**src/rtl/key_intake.sv**
```systemverilog
// key_intake: consumer side of the TRNG key interface.
// Captures, health-tests and hands off one key at a time.
module key_intake #(
  parameter int KEY_W      = 10,
  parameter int MAX_REJECT = 8
) (
  input  logic             clk,
  input  logic             rstn,
  input  logic [KEY_W-1:0] gen_key,
  input  logic             gen_ready,
  output logic             gen_restart,
  input  logic             key_req,
  output logic             key_ack,
  output logic [KEY_W-1:0] key_out,
  output logic             key_valid,
  input  logic             clear_fault,
  output logic             fault,
  output logic [7:0]       reject_cnt
);

  typedef enum logic [2:0] {
    S_EMPTY,
    S_WAIT,
    S_CHECK,
    S_FULL,
    S_FAULT
  } state_t;

  localparam logic [8:0] MAX_R = 9'(MAX_REJECT);

  state_t           state_q, state_d;
  logic             ready_q;
  logic [KEY_W-1:0] cand_q, cand_d;
  logic [KEY_W-1:0] last_q, last_d;
  logic             have_last_q, have_last_d;
  logic             gen_restart_q, gen_restart_d;
  logic             key_ack_q, key_ack_d;
  logic [KEY_W-1:0] key_out_q, key_out_d;
  logic             key_valid_q, key_valid_d;
  logic             fault_q, fault_d;
  logic [7:0]       reject_cnt_q, reject_cnt_d;

  logic       rise;
  logic       bad_key;
  logic [8:0] cnt_inc;

  assign rise    = gen_ready & ~ready_q;
  assign cnt_inc = {1'b0, reject_cnt_q} + 9'd1;
  assign bad_key = (cand_q == '0) || (cand_q == '1) ||
                   (have_last_q && (cand_q == last_q));

  always_comb begin
    state_d       = state_q;
    cand_d        = cand_q;
    last_d        = last_q;
    have_last_d   = have_last_q;
    gen_restart_d = 1'b0;
    key_ack_d     = 1'b0;
    key_out_d     = key_out_q;
    key_valid_d   = key_valid_q;
    fault_d       = fault_q;
    reject_cnt_d  = reject_cnt_q;
    unique case (state_q)
      S_EMPTY: begin
        key_out_d     = '0;
        gen_restart_d = 1'b1;
        state_d       = S_WAIT;
      end
      S_WAIT: begin
        if (rise) begin
          cand_d  = gen_key;
          state_d = S_CHECK;
        end
      end
      S_CHECK: begin
        if (bad_key) begin
          reject_cnt_d = cnt_inc[8] ? 8'hFF : cnt_inc[7:0];
          if (cnt_inc >= MAX_R) begin
            fault_d = 1'b1;
            state_d = S_FAULT;
          end else begin
            state_d = S_EMPTY;
          end
        end else begin
          key_out_d    = cand_q;
          last_d       = cand_q;
          have_last_d  = 1'b1;
          reject_cnt_d = '0;
          key_valid_d  = 1'b1;
          state_d      = S_FULL;
        end
      end
      S_FULL: begin
        if (key_req) begin
          key_ack_d   = 1'b1;
          key_valid_d = 1'b0;
          state_d     = S_EMPTY;
        end
      end
      S_FAULT: begin
        key_out_d   = '0;
        key_valid_d = 1'b0;
        if (clear_fault) begin
          fault_d      = 1'b0;
          reject_cnt_d = '0;
          state_d      = S_EMPTY;
        end
      end
      default: state_d = S_EMPTY;
    endcase
  end

  always_ff @(posedge clk or negedge rstn) begin
    if (!rstn) begin
      state_q       <= S_EMPTY;
      ready_q       <= 1'b0;
      cand_q        <= '0;
      last_q        <= '0;
      have_last_q   <= 1'b0;
      gen_restart_q <= 1'b0;
      key_ack_q     <= 1'b0;
      key_out_q     <= '0;
      key_valid_q   <= 1'b0;
      fault_q       <= 1'b0;
      reject_cnt_q  <= '0;
    end else begin
      state_q       <= state_d;
      ready_q       <= gen_ready;
      cand_q        <= cand_d;
      last_q        <= last_d;
      have_last_q   <= have_last_d;
      gen_restart_q <= gen_restart_d;
      key_ack_q     <= key_ack_d;
      key_out_q     <= key_out_d;
      key_valid_q   <= key_valid_d;
      fault_q       <= fault_d;
      reject_cnt_q  <= reject_cnt_d;
    end
  end

  assign gen_restart = gen_restart_q;
  assign key_ack     = key_ack_q;
  assign key_out     = key_out_q;
  assign key_valid   = key_valid_q;
  assign fault       = fault_q;
  assign reject_cnt  = reject_cnt_q;

endmodule

```
**config.mk**
```make
export PLATFORM = sky130hd
export DESIGN_NAME = key_intake
export DESIGN_NICKNAME = d
export VERILOG_FILES = /design/src/rtl/key_intake.sv
export SDC_FILE = /design/constraint.sdc
export NUM_CORES = 1
export LEC_CHECK = 0
export ABC_AREA = 1
export CORE_MARGIN = 1.5
export CORE_UTILIZATION = 45
export CTS_CLUSTER_SIZE = 12
export DETAILED_ROUTE_END_ITERATION = 8
export PLACE_DENSITY = 0.72
export SETUP_SLACK_MARGIN = 0.05
export SLEW_MARGIN = 20
export SYNTH_ARGS = -nofsm -noshare
export SYNTH_HDL_FRONTEND = slang
export SYNTH_SLANG_ARGS = --single-unit
```
**constraint.sdc**
```tcl
create_clock -name clk -period 1.3 [get_ports clk]
set_input_delay 0.26 -clock clk [delete_from_list [all_inputs] [get_ports clk]]
set_output_delay 0.26 -clock clk [all_outputs]
set_load 0.05 [all_outputs]
```
# Yosys cells after proc, flatten, opt, wreduce, memory -nomap -nowiden

Cells that the tools add are included.

Bits in writable memories: 0
Bits in latches: 0
Bits in read-only memories: 0
Word-level logic and storage cells: 66
Register bits after elaboration: 47
Memories kept: 0

Add/sub/neg operators: 1
Equality and inequality tests: 12
Magnitude comparators: 1
Bitwise operators: 3
Reductions and logical operators: 16
Mux-type cells: 22
Divide/modulo/power cells: 0
Shift-type cells: 0
$mul: 0

Operators with widths:

| kind                 | count |
|---|---|
| $mux 8               | 3 |
| $pmux 10 s2          | 1 |
| $pmux 8 s2           | 1 |
| $mux 3               | 5 |
| $pmux 3 s5           | 1 |
| $ne 2x2->1 const B   | 6 |
| $eq 10x10->1         | 1 |
| $eq 10x10->1 const B | 1 |
| $logic_not 10->1     | 1 |
| $mux 10              | 1 |
| $add 8x1->9 const B  | 1 |
| $ge 9x4->1 const B   | 1 |
| $mux 1               | 8 |
| $reduce_and 2->1     | 4 |
| $eq 3x2->1 const B   | 2 |
| $reduce_and 3->1     | 2 |
| $reduce_and 4->1     | 1 |
| $reduce_bool 2->1    | 2 |
| $eq 3x1->1 const B   | 1 |
| $eq 3x3->1 const B   | 1 |
| $logic_not 3->1      | 1 |
| $pmux 1 s3           | 1 |
| $reduce_bool 3->1    | 1 |
| $logic_or 1x1->1     | 2 |
| other kinds (5)      | 6 |

# Logic depth before layout (Yosys ltp)

Gate-level depths: netlist (run 1).

Word-level depth: 5
Depth in mapped cells: 11

# Least setup slack after synthesis (run 1)

OpenSTA, ideal clock, no wires.

Path kind: reg-to-reg
From: reg reject_cnt_q[1], in the netlist reject_cnt[1]
To: reg reject_cnt_q[5], in the netlist reject_cnt[5]
Arrival: 1761 ps
Setup time: 84 ps
Cell stages (with the launch flop): 8
Path slack: -545 ps
Buffers on the path: 0
Clock period less this slack: 1845 ps
Cells stage by stage: dfrtp_1 ha_1 nand2_1 nor2_1 nand3_1 nor2_1 a21oi_1 o22ai_1

Word-level cells in the longest chain between the ends: 4

Ends and longest elaborated chain:

| what                   | RTL line | source |
|---|---|---|
| from (decl)            | 41       | `logic [7:0] reject_cnt_q, reject_cnt_d;` |
| from (signal assigned) | 137      | `reject_cnt_q <= reject_cnt_d;` |
| $add 8x1->9            | 48       | `assign cnt_inc = {1'b0, reject_cnt_q} + 9'd1;` |
| $mux 8                 | 77       | `reject_cnt_d = cnt_inc[8] ? 8'hFF : cnt_inc[7:0];` |
| $mux 8                 | 76       | `if (bad_key) begin` |
| $pmux 8 s2             | 63       | `unique case (state_q)` |

Every way passes these cells.
A chain may end at the register's enable or synchronous reset.

# Final worst setup path (run 1)

From: reg cand_q[7]
To: reg state_q[1]

Word-level cells in the longest chain between the ends: 5
Elaborated cells between the ends (all ways): 8
Those cells by class: 2 x eq/ne; 2 x mux; 4 x reduce/logical

Ends and longest elaborated chain:

| what                                                         | RTL line | source |
|---|---|---|
| from (decl)                                                  | 33       | `logic [KEY_W-1:0] cand_q, cand_d;` |
| from (signal assigned)                                       | 129      | `cand_q <= cand_d;` |
| $eq 10x10->1 (tied with other cells)                         | 49       | `assign bad_key = (cand_q == '0) \|\| (cand_q == '1) \|\|` |
| $logic_or 1x1->1 / $logic_and 1x1->1 (equally long branches) | 49, 50   |  |
| $logic_or 1x1->1 *                                           | 49       |  |
| $mux 3 *                                                     | 76       |  |
| $pmux 3 s5 *                                                 | 63       |  |
| to (signal assigned)                                         | 127      | `state_q <= state_d;` |
| to (decl)                                                    | 31       | `state_t state_q, state_d;` |

Mark *: on every way between the ends. The rest lies on a longest branch, timed or not.

==> results.toml, run 1 <==
[synth]
syn_avg_cell_area_sq_um = 8.299
synthCells = 275
yosysMostFrequentCell = "nand2_1"
yosysTopAreaCell = "dfrtp_1"
ys.flop_type = "dfrtp_1"
synth.net_count = 292
synth_top_area_share_pct = 51.54
synthTopCellsByCount = "nand2_1, dfrtp_1, inv_1, nor2_1, nand3_1"
synth_area_leaders = "dfrtp_1, nand2_1, inv_1, nand3_1, nor2_1"
synthArstFlopShare_pct = 100.0
synth_area_sq_mm = 0.002282
ys_seq_elements = 47
yosysWarningCount = 0
synthDistinctLibCells = 30
synth-edff-count = 0
ys_seq_area_share_pct = 51.54

[power_and_ir_drop]
p_leak_nw = 1.929
peakVddDrop_uv = 1315
fin_total_pwr_mw = 8.338
power_density_mw_per_mm2 = 2078

[floorplanning]
die_w_um = 74.22
initial_core_util_pct = 47.38
dieArea_sq_mm = 0.005508
coreArea_sq_mm = 0.004817
num_rows = 25
fp.dieH_um = 74.22
io_pins = 37

[clock_network]
tritoncts = "done"
clk_pin_slew_worst_paths_ns = 0.09
numCtsBuffers = 5
clk_latency_ns = 0.30
h-tree-depth = 2
cts_buffer_depth = 2
clock-sinks = 47
clock-root-buffer = "clkbuf_8"

[worst_setup_path]
crit_type = "reg -> reg"
cp_data_required_time_ns = 1.49
crit_path_max_fanout = 19
crit_start = "cand_q[7]$_DFFE_PN0P_"
crit_path_start_kind = "flip-flop"
end_kind = "flip-flop"
reg2reg_from = "cand_q[7]$_DFFE_PN0P_"
arrival_ns = 1.73

[sta]
slew_violations = 0
relSlewSlack_pct = 77.35
fin_crit_sh_pct = 118.3
rsz0062_at_grt = "yes"
tightestPinTransition_ns = 0.3397
hold_violations = 0
fin_skew_ns = 0.008046
period_minus_slack_ns = 1.538
fmax_ghz = 0.6503
worst_slack_ns = -0.2378
finalSetupViolCount = 44

[placement]
gp_congestion = 0.8282
dp_cells = 426
port_buffers = 36
hpwl_um = 4039

[routing]
wirelength_um = 6752
viasPerCell = 5.074
wire_per_inst_um = 14.77
drc_errors = 0
via_count = 2319
drtIter0Drc = 94
dr.pass1.iters = 4
antenna_left = 0

[cells_and_area]
area_growth_pct = 75.82
nets = 406
final_layout_size_suffix_gt1_share_pct = 50.51
n_antenna_cell = 0
post_layout_nonfiller_instances = 457

[run_status]
violations = "setup timing"
status = "complete, but fails checks"

[grt]
grt_pass1_vias = 2416
grt_pass1_wl_um = 10810
grt_max_degree = 22
gr-total-overflow = 0
grt_antenna_before_repair = 0
gr-usage-all-layers_pct = 26.23

[flow_run]
cap_violations = 0

[worst_hold_path]
holdCritPathClass = "in -> async"
[critical path, cell delays in order, from the launching register on]
cell and delay (ns):
dfrtp_1 0.42, inv_2 0.08, nand2_2 0.08, nand4_1 0.11
nor2_2 0.15, nand3_2 0.12, nand3_4 0.15, inv_8 0.09
o21bai_1 0.14, nand2_1 0.07
[report_power, final]
part | internal (mW) | switching (mW) | total [mW]
sequential | 2.00 | 0.552 | 2.55
combinational | 2.40 | 2.41 | 4.81
clock | 0.486 | 0.489 | 0.975
[path summary, 6_finish.rpt]
kind,to,slack (ns),cells past startpoint
min in group clk,ready_q$_DFF_PN0_,0.43,1
min reg2reg,have_last_q$_DFFE_PN0P_,0.48,1
max reg2reg,state_q[1]$_DFFE_PN0P_,-0.24,9
max in group asynchronous,cand_q[5]$_DFFE_PN0P_,0.47,3
min,reject_cnt[4]$_DFFE_PN0P_,0.41,2
max,state_q[1]$_DFFE_PN0P_,-0.24,9
[layer usage]
layer,global-route usage (%),vias to the layer above,share of wire (%)
met4,9.899,0,2.5
met2,50.10,60,57
met3,4.743,15,2.8
met5,0,-,0
met1,28.61,1120,37
li1,-,1124,-
[cell type report]
class,instances,area (sq um)
Fill cell,274,804.5
Timing Repair Buffer,112,1287
Sequential cell,47,1186
Tap cell,67,83.83
Clock buffer,8,100.1
Multi-Input combinational cell,185,1205
Inverter,38,150.1
[flip-flops by register name, indices dropped and copies added (netlist names), 3 cells and up]
register / cells
state_q: 3
last_q: 10
cand_q: 10
reject_cnt: 8
key_out: 10
[cells by family (layout without fill, tap and decap cells)]
group / after synthesis / after routing / synth area share, %
adders and majority gates: 2 / 2 / 1.096
xor gates and xnor gates: 1 / 1 / 0.3838
AOI/OAI and AO/OA: 38 / 38 / 10.20
and+or+nand+nor: 144 / 144 / 28.84
DFF: 47 / 47 / 51.54
buffers and inverters: 43 / 158 / 7.949
[per-stage QoR]
step | TNS, ns | setup slack (ns) | area (sq um) | hold slack [ns] | util (%)
2_1_floorplan | -2.513 | -0.2806 | 2332 | -0.03559 | -
3_3_place_gp | -3.885 | -0.1300 | 3390 | 0.1694 | 70.36
3_5_place_dp | -5.507 | -0.2159 | 3390 | 0.1684 | 70.36
4_1_cts | -3.144 | -0.1602 | 3885 | 0.3879 | 80.65
5_1_grt | -9.849 | -0.3321 | 4013 | 0.4210 | 83.30
6_report | -5.648 | -0.2378 | 4013 | 0.4082 | 83.30
[timing repair]
action                                  in CTS  in global routing
hold buffers                                 1                  0
pin swaps                                   14                  9
endpoints found under the setup margin      51                 52
gates cloned                                 3                  0
buffers inserted                            13                  7
resized for setup                           57                 31
endpoints found under the hold margin        9                  0
[cell usage in the layout, fill, tap and decap left out, types with 2 or more instances in the layout]
| cell type | count |
|---|---|
| buf_4 | 58 |
| nand2_1 | 57 |
| dfrtp_1 | 39 |
| inv_1 | 25 |
| buf_12 | 25 |
| nand2_2 | 14 |
| nand3_1 | 14 |
| clkdlybuf4s50_1 | 13 |
| inv_2 | 12 |
| nor2_4 | 12 |
| buf_6 | 11 |
| nand4_1 | 10 |
| nor2_1 | 9 |
| a21oi_2 | 9 |
| o21ai_2 | 8 |
| dfrtp_2 | 8 |
| o21ai_1 | 7 |
| nand3_2 | 7 |
| clkbuf_8 | 7 |
| nor2_2 | 6 |
| a21oi_1 | 5 |
| nor3_2 | 3 |
| o22ai_2 | 3 |
| buf_16 | 3 |
| nand3_4 | 2 |
| o21bai_1 | 2 |
| or2_2 | 2 |
(Power assumes the default switching activity.)
==> run 2: changes to the inputs <==
Settings changed: SLEW_MARGIN 20 to unset.
==> results of run 2 <==
Same layout as run 1: the final DEF is identical, and so are final timing and power.
